==> config.mk <==
export PLATFORM = sky130hd
export DESIGN_NAME = instr_fetch_unit
export DESIGN_NICKNAME = d
export VERILOG_FILES = /design/src/rtl/cpu_pkg.sv /design/src/rtl/fetch_timeout_ctr.sv /design/src/rtl/instr_fetch_unit.sv
export SDC_FILE = /design/constraint.sdc
export NUM_CORES = 1
export LEC_CHECK = 0
export CAP_MARGIN = 0
export CELL_PAD_IN_SITES_DETAIL_PLACEMENT = 0
export CELL_PAD_IN_SITES_GLOBAL_PLACEMENT = 1
export CORE_MARGIN = 4
export CORE_UTILIZATION = 37
export CTS_CLUSTER_DIAMETER = 30
export DETAILED_ROUTE_END_ITERATION = 12
export MAX_ROUTING_LAYER = met4
export PLACE_DENSITY_LB_ADDON = 0.1
export SKIP_LAST_GASP = 1
export SYNTH_ARGS = -nofsm -noshare
export SYNTH_HDL_FRONTEND = slang
export SYNTH_SLANG_ARGS = --single-unit
==> constraint.sdc <==
create_clock -name CLK -period 13.46 [get_ports CLK]
set_clock_uncertainty 0.2 [all_clocks]
set_input_delay 4.038 -clock CLK [delete_from_list [all_inputs] [get_ports CLK]]
set_output_delay 4.038 -clock CLK [all_outputs]
set_load 0.02 [all_outputs]
==> src/rtl/cpu_pkg.sv <==
`default_nettype none
// ============================================================================
// Module   : cpu_pkg
// Brief    : Shared types and defaults for the PC / fetch / decode blocks.
// Revision : 1.0  initial release
// ============================================================================
package cpu_pkg;

  localparam int CPU_ADDR_W = 32;
  localparam int CPU_DATA_W = 32;
  localparam int WORD_BYTES = 4;

  typedef enum logic [1:0] {
    FS_IDLE  = 2'd0,
    FS_REQ   = 2'd1,
    FS_HOLD  = 2'd2,
    FS_FAULT = 2'd3
  } fs_state_t;

  // Instruction fetches must land on a word boundary.
  function automatic logic is_word_aligned(input logic [1:0] i_lsbs);
    return (i_lsbs == 2'b00);
  endfunction

endpackage
`default_nettype wire

==> src/rtl/fetch_timeout_ctr.sv <==
`default_nettype none
// ============================================================================
// Module   : fetch_timeout_ctr
// Brief    : 8-bit saturating wait counter; flags expiry at TIMEOUT-1.
// Revision : 1.0  initial release
// ============================================================================
module fetch_timeout_ctr #(
  parameter int TIMEOUT = 16
) (
  input  logic clk,
  input  logic rst,
  input  logic i_clr,
  input  logic i_en,
  output logic o_expired
);

  localparam logic [7:0] C_LAST = 8'(TIMEOUT - 1);
  localparam logic [7:0] C_MAX  = 8'hFF;

  logic [7:0] r_count;

  // Count cycles spent waiting for the memory; clear has priority.
  always_ff @(posedge clk or posedge rst) begin
    if (rst) begin
      r_count <= 8'd0;
    end else if (i_clr) begin
      r_count <= 8'd0;
    end else if (i_en && (r_count != C_MAX)) begin
      r_count <= r_count + 8'd1;
    end
  end

  assign o_expired = (r_count == C_LAST);

endmodule
`default_nettype wire

==> src/rtl/instr_fetch_unit.sv <==
`default_nettype none
// ============================================================================
// Module   : instr_fetch_unit
// Brief    : Fetch stage: PC -> imem req/ack -> instruction register with
//            PC+4 presented to decode under valid/ready, sticky fault flag.
// Revision : 1.0  initial release
// ============================================================================
module instr_fetch_unit
  import cpu_pkg::*;
#(
  parameter int ADDR_W  = CPU_ADDR_W,
  parameter int DATA_W  = CPU_DATA_W,
  parameter int TIMEOUT = 16
) (
  input  logic              CLK,
  input  logic              Reset,
  input  logic [ADDR_W-1:0] pc_in,
  input  logic              pc_valid,
  input  logic              flush,
  output logic              busy,
  output logic [ADDR_W-1:0] imem_addr,
  output logic              imem_req,
  input  logic              imem_ack,
  input  logic [DATA_W-1:0] imem_rdata,
  output logic [DATA_W-1:0] ir_out,
  output logic [ADDR_W-1:0] pc_plus4,
  output logic              ir_valid,
  input  logic              ir_ready,
  output logic              fetch_fault
);

  localparam logic [ADDR_W-1:0] C_STEP = ADDR_W'(WORD_BYTES);

  fs_state_t r_state;
  logic      w_aligned;
  logic      w_ctr_clr;
  logic      w_ctr_en;
  logic      w_expired;

  assign w_aligned = is_word_aligned(pc_in[1:0]);

  // The wait counter only runs while a request is outstanding and unanswered;
  // every other state holds it at zero so each new REQ starts from 0.
  assign w_ctr_clr = flush || (r_state != FS_REQ) || imem_ack;
  assign w_ctr_en  = (r_state == FS_REQ) && !imem_ack;

  fetch_timeout_ctr #(
    .TIMEOUT(TIMEOUT)
  ) u_timeout_ctr (
    .clk      (CLK),
    .rst      (Reset),
    .i_clr    (w_ctr_clr),
    .i_en     (w_ctr_en),
    .o_expired(w_expired)
  );

  // Fetch FSM with all outputs registered alongside the state.
  always_ff @(posedge CLK or posedge Reset) begin
    if (Reset) begin
      r_state     <= FS_IDLE;
      busy        <= 1'b0;
      imem_addr   <= '0;
      imem_req    <= 1'b0;
      ir_out      <= '0;
      pc_plus4    <= '0;
      ir_valid    <= 1'b0;
      fetch_fault <= 1'b0;
    end else if (flush) begin
      // Abort everything; ir_out/pc_plus4 deliberately keep their values.
      r_state     <= FS_IDLE;
      busy        <= 1'b0;
      imem_req    <= 1'b0;
      ir_valid    <= 1'b0;
      fetch_fault <= 1'b0;
    end else begin
      case (r_state)
        FS_IDLE: begin
          if (pc_valid) begin
            busy <= 1'b1;
            if (w_aligned) begin
              imem_addr <= pc_in;
              imem_req  <= 1'b1;
              r_state   <= FS_REQ;
            end else begin
              fetch_fault <= 1'b1;
              r_state     <= FS_FAULT;
            end
          end
        end
        FS_REQ: begin
          if (imem_ack) begin
            ir_out   <= imem_rdata;
            pc_plus4 <= imem_addr + C_STEP;
            ir_valid <= 1'b1;
            imem_req <= 1'b0;
            r_state  <= FS_HOLD;
          end else if (w_expired) begin
            imem_req    <= 1'b0;
            fetch_fault <= 1'b1;
            r_state     <= FS_FAULT;
          end
        end
        FS_HOLD: begin
          if (ir_ready) begin
            ir_valid <= 1'b0;
            if (pc_valid && w_aligned) begin
              imem_addr <= pc_in;
              imem_req  <= 1'b1;
              r_state   <= FS_REQ;
            end else if (pc_valid) begin
              // A misaligned follow-on fetch faults exactly as it would from IDLE.
              fetch_fault <= 1'b1;
              r_state     <= FS_FAULT;
            end else begin
              busy    <= 1'b0;
              r_state <= FS_IDLE;
            end
          end
        end
        FS_FAULT: begin
          fetch_fault <= 1'b1;
          ir_valid    <= 1'b0;
          imem_req    <= 1'b0;
        end
        default: begin
          r_state <= FS_IDLE;
          busy    <= 1'b0;
        end
      endcase
    end
  end

endmodule
`default_nettype wire
==> out/qor.txt, run 1 <==
Status - completed
# DRC - 0
Synth warn - 0
Crit Path Class - primary input to flip-flop
Max incr delay on CP - 0.77 ns
Remaining antenna violation count - 0
Pwr per Cell Area - 240 nW/um2
Ys flop type - dfrtp_1
I/O Pins - 170
Hold WC Path Type - flip-flop to flip-flop
CTS Sinks - 110
Setup crit end kind - flip-flop
Worst-case clock buffer depth - 2
Syn nets - 577
Port-buffer cells - 169
Crit path DAT - 6.22 ns
Asr flop ratio synth - 1.00
Hold endpoint - ir_out[24]$_DFFE_PP0P_
Crit path cell chain - clkdlybuf4s50_1, and3b_2, buf_4, nand4b_1, mux2i_1, a211o_1
Root buf cell - clkbuf_16
Rows - 42
Max_cap viols - 0
Dpl cells - 823
Synth cell types - 45
Remaining Overflow, GRT - 0
First-pass DRT Iterations - 4
Placed wire-length estimate - 9.50 mm
Post-DR vias/cell - 4.92
Cells after synthesis - 501
CORE AREA - 13200 um2
H-tree Lvls - 3
Most frequent cells in the layout - 169 x clkdlybuf4s50_1, 132 x nand2_1, 110 x dfrtp_1
Worst path buffer plus inverter count - 2
Max stage delay cell, worst path - and3b_2
Die area - 15500 um2
Detailed-route via count - 4130
Worst hold path startpoint - ir_out[24]$_DFFE_PP0P_
Reg-to-reg critical path startpoint - r_state[0]$_DFFE_PP0P_
Crit start category - primary input
CTS resizes - 0
Total CTS buffers - 9
R2R depth - 6
# hold bufs at CTS - 0
CP Max Fanout - 34
Fmax - 0.163 GHz
Routability cong. - 0.805
CTS tree - built
Layout cells sized above 1 - 0.0980
Final wirelength - 13.1 mm
Synthesized area per cell - 10.0 um2
Crit path required time - 13.55 ns
Commonest non-fill, non-tap cell in the layout - clkdlybuf4s50_1
Final setup vio count - 0
R2r setup slk - 10.77 ns
Final Slew Violations - 0
RSZ-0062 raised after global routing - false
Synthesis-stage register bit count - 110
Critical Path Stages - 6
Leakage - 3.02 nW
Setup TNS - 0 ns
Hold depth - 2
Worst slew pin tran - 1.04 ns
Nets - 734
Clk_lat worst skew - 0.35 ns
Initial antenna violation count - 0
Drt wl/cell - 15.6 um
Worst flop-to-flop path endpoint - imem_addr[18]$_DFFE_PP0P_
Vias in the first global route - 4188
EDFF count, synth - 0
Critical path's top delay family - buffers and inverters
Worst Hold Slack - 0.277 ns
First-pass GRT wire length - 21.7 mm
Final core utilization - 0.539
Shortest period the worst path allows - 6.13 ns
Overall routing resource usage - 0.177
Antenna cell count - 0
Normalized max-slew margin - 0.309
Largest net degree at the start of global routing - 81
Final cycle utilization of the critical path - 0.456
Initial DRC Count - 287
Die H - 124 um
Peak supply drop - 0.000129 V
Register area share after synthesis - 0.548
Die Wd - 124 um
Hold Fails Final Rpt - 0
Clock-pin slew on the worst setup and hold paths - 0.07 ns
Post-CTS Setup Repair Bufs - 0
Cell area after synthesis - 5020 um2
Syn-to-layout area delta - 42.0%
Final Non-Filler Cells - 839
Initial Util - 0.379
==> routing by layer <==
metal  wire, um  GRT usage
met5          0          -
met4        193     0.0529
met3        612     0.0433
met2       6580      0.289
met1       5680      0.219
==> cell usage after synthesis, types with 3 or more instances <==
| cell | number | area [um2] |
|---|---|---|
| nand2_1 | 133 | 499 |
| dfrtp_1 | 110 | 2750 |
| mux2_2 | 34 | 383 |
| nor2_1 | 32 | 120 |
| o21ai_0 | 25 | 125 |
| clkbuf_1 | 18 | 67.6 |
| a31oi_1 | 14 | 87.6 |
| nand3_1 | 12 | 60.1 |
| nand4_1 | 12 | 75.1 |
| or4_1 | 10 | 75.1 |
| inv_1 | 9 | 33.8 |
| o31ai_1 | 9 | 67.6 |
| xnor2_1 | 9 | 78.8 |
| xor2_1 | 9 | 78.8 |
| buf_2 | 6 | 30.0 |
| ha_1 | 6 | 75.1 |
| nor3_1 | 5 | 25.0 |
| a21oi_1 | 4 | 20.0 |
| mux2i_1 | 4 | 40.0 |
| nor4_1 | 4 | 25.0 |
| or3_1 | 4 | 25.0 |
| and4_1 | 3 | 26.3 |
| nand2b_1 | 3 | 18.8 |
==> where the power goes <==
group	switching [mW]	internal, mW	leakage (nW)	total (mW)
clock	0.116	0.136	0.140	0.251
sequential	0.153	0.484	1.35	0.638
combinational	0.411	0.413	1.53	0.824
==> worst register-to-register path: stages (launching register included) <==
cell,delay [ns]
dfrtp_1,0.44
inv_1,0.13
ha_1,0.32
nand2b_1,0.17
a31o_2,0.28
nand2_2,0.60
mux2_2,0.43
==> cells by family (layout without fill, tap and decap cells) <==
group	count (synthesis)	after routing	synth area share
and+or+nand+nor	232	232	0.216
DFF	110	110	0.548
AOI/OAI and AO/OA	62	62	0.0763
muxes	38	38	0.0842
buffers and inverters	35	197	0.0294
xor gates and xnor gates	18	18	0.0314
adders and majority gates	6	6	0.0150
==> worst max path at each step <==
stage	from	to
after floorplan	Reset	busy$_DFFE_PP0P_
after global placement	flush	pc_plus4[19]$_DFFE_PP0P_
after detailed placement	flush	pc_plus4[19]$_DFFE_PP0P_
after CTS	flush	pc_plus4[19]$_DFFE_PP0P_
after global routing	flush	pc_plus4[19]$_DFFE_PP0P_
final	flush	pc_plus4[19]$_DFFE_PP0P_
==> state kept, by name (all words and copies together) (netlist names) <==
signal                 cells
fetch_fault                1
imem_req                   1
ir_out                    32
r_state                    2
u_timeout_ctr.r_count      8
ir_valid                   1
imem_addr                 32
busy                       1
pc_plus4                  32
==> layout make-up <==
cell class | instances | area, um2
timing repair buffer | 172 | 1710
clock buffer | 13 | 260
fill | 1233 | 6110
clock inverter | 3 | 18.8
inverter | 9 | 36.3
sequential | 110 | 2750
multi-input combinational | 356 | 2130
tap | 176 | 220
==> per-stage QoR <==
step	setup WS, ns	total power [mW]	cell area, um2
after CTS	7.35	1.74	7130
after floorplan	6.32	1.06	5020
final	7.33	1.71	7130
after global placement	7.01	1.47	6850
after detailed placement	6.99	1.48	6850
after global routing	7.19	1.83	7130
Note: power is estimated with default switching activity, not from simulation.
==> run 2, diff against run 1 <==
--- a/config.mk
+++ b/config.mk
@@ -9,7 +9,7 @@
 export CELL_PAD_IN_SITES_DETAIL_PLACEMENT = 0
 export CELL_PAD_IN_SITES_GLOBAL_PLACEMENT = 1
 export CORE_MARGIN = 4
-export CORE_UTILIZATION = 37
+export CORE_UTILIZATION = 31
 export CTS_CLUSTER_DIAMETER = 30
 export DETAILED_ROUTE_END_ITERATION = 12
 export MAX_ROUTING_LAYER = met4
==> constraint.sdc (replaced) <==
create_clock -name CLK -period 5.2 [get_ports CLK]
set_clock_uncertainty 0.2 [all_clocks]
set_input_delay 1.56 -clock CLK [delete_from_list [all_inputs] [get_ports CLK]]
set_output_delay 1.56 -clock CLK [all_outputs]
set_load 0.02 [all_outputs]
==> run 2 against run 1 <==
Non-clock buffer count rose by 1. Critical path depth fell by 1. Sequential power rose to 2.6 times the previous value. Sequential share of layout area fell by 0.67 points. Highest routed layer unchanged. Sequential cell count did not move. Global-route usage fell by 2.3 points. Critical path type unchanged. Largest cell class unchanged. Worst hold slack barely moved. Final cell count rose by 4.9%.
==> out/qor.txt, run 2 (same netlist as run 1, synthesis figures left out) <==
Pwr per Cell Area - 629 nW/um2
I/O Pins - 170
Commonest non-fill, non-tap cell in the layout - clkdlybuf4s50_1
CTS tree - built
Max_cap viols - 0
Total CTS buffers - 9
Normalized max-slew margin - 0.450
First-pass DRT Iterations - 4
Rows - 46
Remaining Overflow, GRT - 0
Detailed-route via count - 4136
# hold bufs at CTS - 0
Setup crit end kind - flip-flop
H-tree Lvls - 3
Die area - 18300 um2
Worst slew pin tran - 0.822 ns
Hold Fails Final Rpt - 0
CTS Sinks - 110
Nets - 735
Final wirelength - 13.9 mm
Remaining antenna violation count - 0
Status - completed
CTS resizes - 0
RSZ-0062 raised after global routing - false
Layout cells sized above 1 - 0.101
Final core utilization - 0.457
Worst slack at placement - 1.30 ns
Largest net degree at the start of global routing - 64
Setup TNS - 0 ns
Largest regs - imem_addr (32), ir_out (32), pc_plus4 (32)
Crit path cell chain - clkdlybuf4s50_1, nand2b_1, a31o_2, nand2_2, mux2_2
Max incr delay on CP - 0.61 ns
Post-CTS Setup Repair Bufs - 0
Final Slew Violations - 0
Placed wire-length estimate - 10.0 mm
Max stage delay cell, worst path - nand2_2
Most frequent cells in the layout - 169 x clkdlybuf4s50_1, 132 x nand2_1, 110 x dfrtp_1
Clk_lat worst skew - 0.35 ns
Vias in the first global route - 4088
Hold WC Path Type - flip-flop to flip-flop
Drt wl/cell - 15.8 um
Crit path DAT - 3.52 ns
Initial antenna violation count - 0
Root buf cell - clkbuf_16
Initial Util - 0.316
Port-buffer cells - 169
First-pass GRT wire length - 21.5 mm
Peak supply drop - 0.000238 V
Clock-pin slew on the worst setup and hold paths - 0.07 ns
Crit start category - primary input
CORE AREA - 15900 um2
Shortest period the worst path allows - 3.49 ns
Syn-to-layout area delta - 44.6%
Worst Hold Slack - 0.277 ns
Antenna cell count - 0
Crit Path Class - primary input to flip-flop
Overall routing resource usage - 0.154
Post-DR vias/cell - 4.70
# DRC - 0
Leakage - 3.06 nW
Final cycle utilization of the critical path - 0.671
Fmax - 0.287 GHz
Crit path required time - 5.23 ns
Worst-case clock buffer depth - 2
Die Wd - 135 um
Die H - 135 um
Final setup vio count - 0
Initial DRC Count - 112
CP Max Fanout - 32
Routability cong. - 0.804
Final setup margin - 1.71 ns
## run 2: per-layer routing
layer,part of all wire,up-vias,GRT usage
met5,0,-,-
met4,0.020,0,0.0588
met3,0.038,18,0.0227
met2,0.50,91,0.256
met1,0.44,1987,0.192
li1,-,2040,-
## run 2: cell type report
cell class | count | area (um2)
Clock buffer | 13 | 270
Clock inverter | 3 | 65.1
Fill cell | 1579 | 8630
Multi-Input combinational cell | 356 | 2130
Sequential cell | 110 | 2750
Tap cell | 216 | 270
Timing Repair Buffer | 173 | 1730
Inverter | 9 | 36.3
## run 2: final timing paths
kind                                              to  cells after the start                    from  slack (ns)
setup / recovery           imem_addr[18]$_DFFE_PP0P_                      5                ir_ready        1.71
hold / removal                ir_out[24]$_DFFE_PP0P_                      2  ir_out[24]$_DFFE_PP0P_        0.28
setup reg to reg           imem_addr[18]$_DFFE_PP0P_                      6  r_state[0]$_DFFE_PP0P_        2.48
hold reg to reg               ir_out[24]$_DFFE_PP0P_                      2  ir_out[24]$_DFFE_PP0P_        0.28
max in group asynchronous      ir_out[7]$_DFFE_PP0P_                      3                   Reset        2.57
min in group asynchronous   imem_addr[8]$_DFFE_PP0P_                      2                   Reset        1.45
## run 2: worst max-delay path: cells and delay by family
family / cells / cell delay [ns]
mux: 1 / 0.42
compound gates: 1 / 0.28
simple gates: 2 / 0.82
buf+inv: 1 / 0.43
## run 2: metrics by stage
step,std cells,total power [mW],cell area [um2]
floorplan,501,2.74,5020
global placement,864,3.81,6920
detailed placement,864,3.85,6920
CTS,880,4.65,7260
global route,880,4.86,7260
finish,880,4.57,7260
## run 2: power by group
group	switching, mW	internal (mW)	total (mW)
combinational	1.07	1.07	2.15
clock	0.312	0.462	0.774
sequential	0.395	1.25	1.65
total	1.78	2.79	4.57
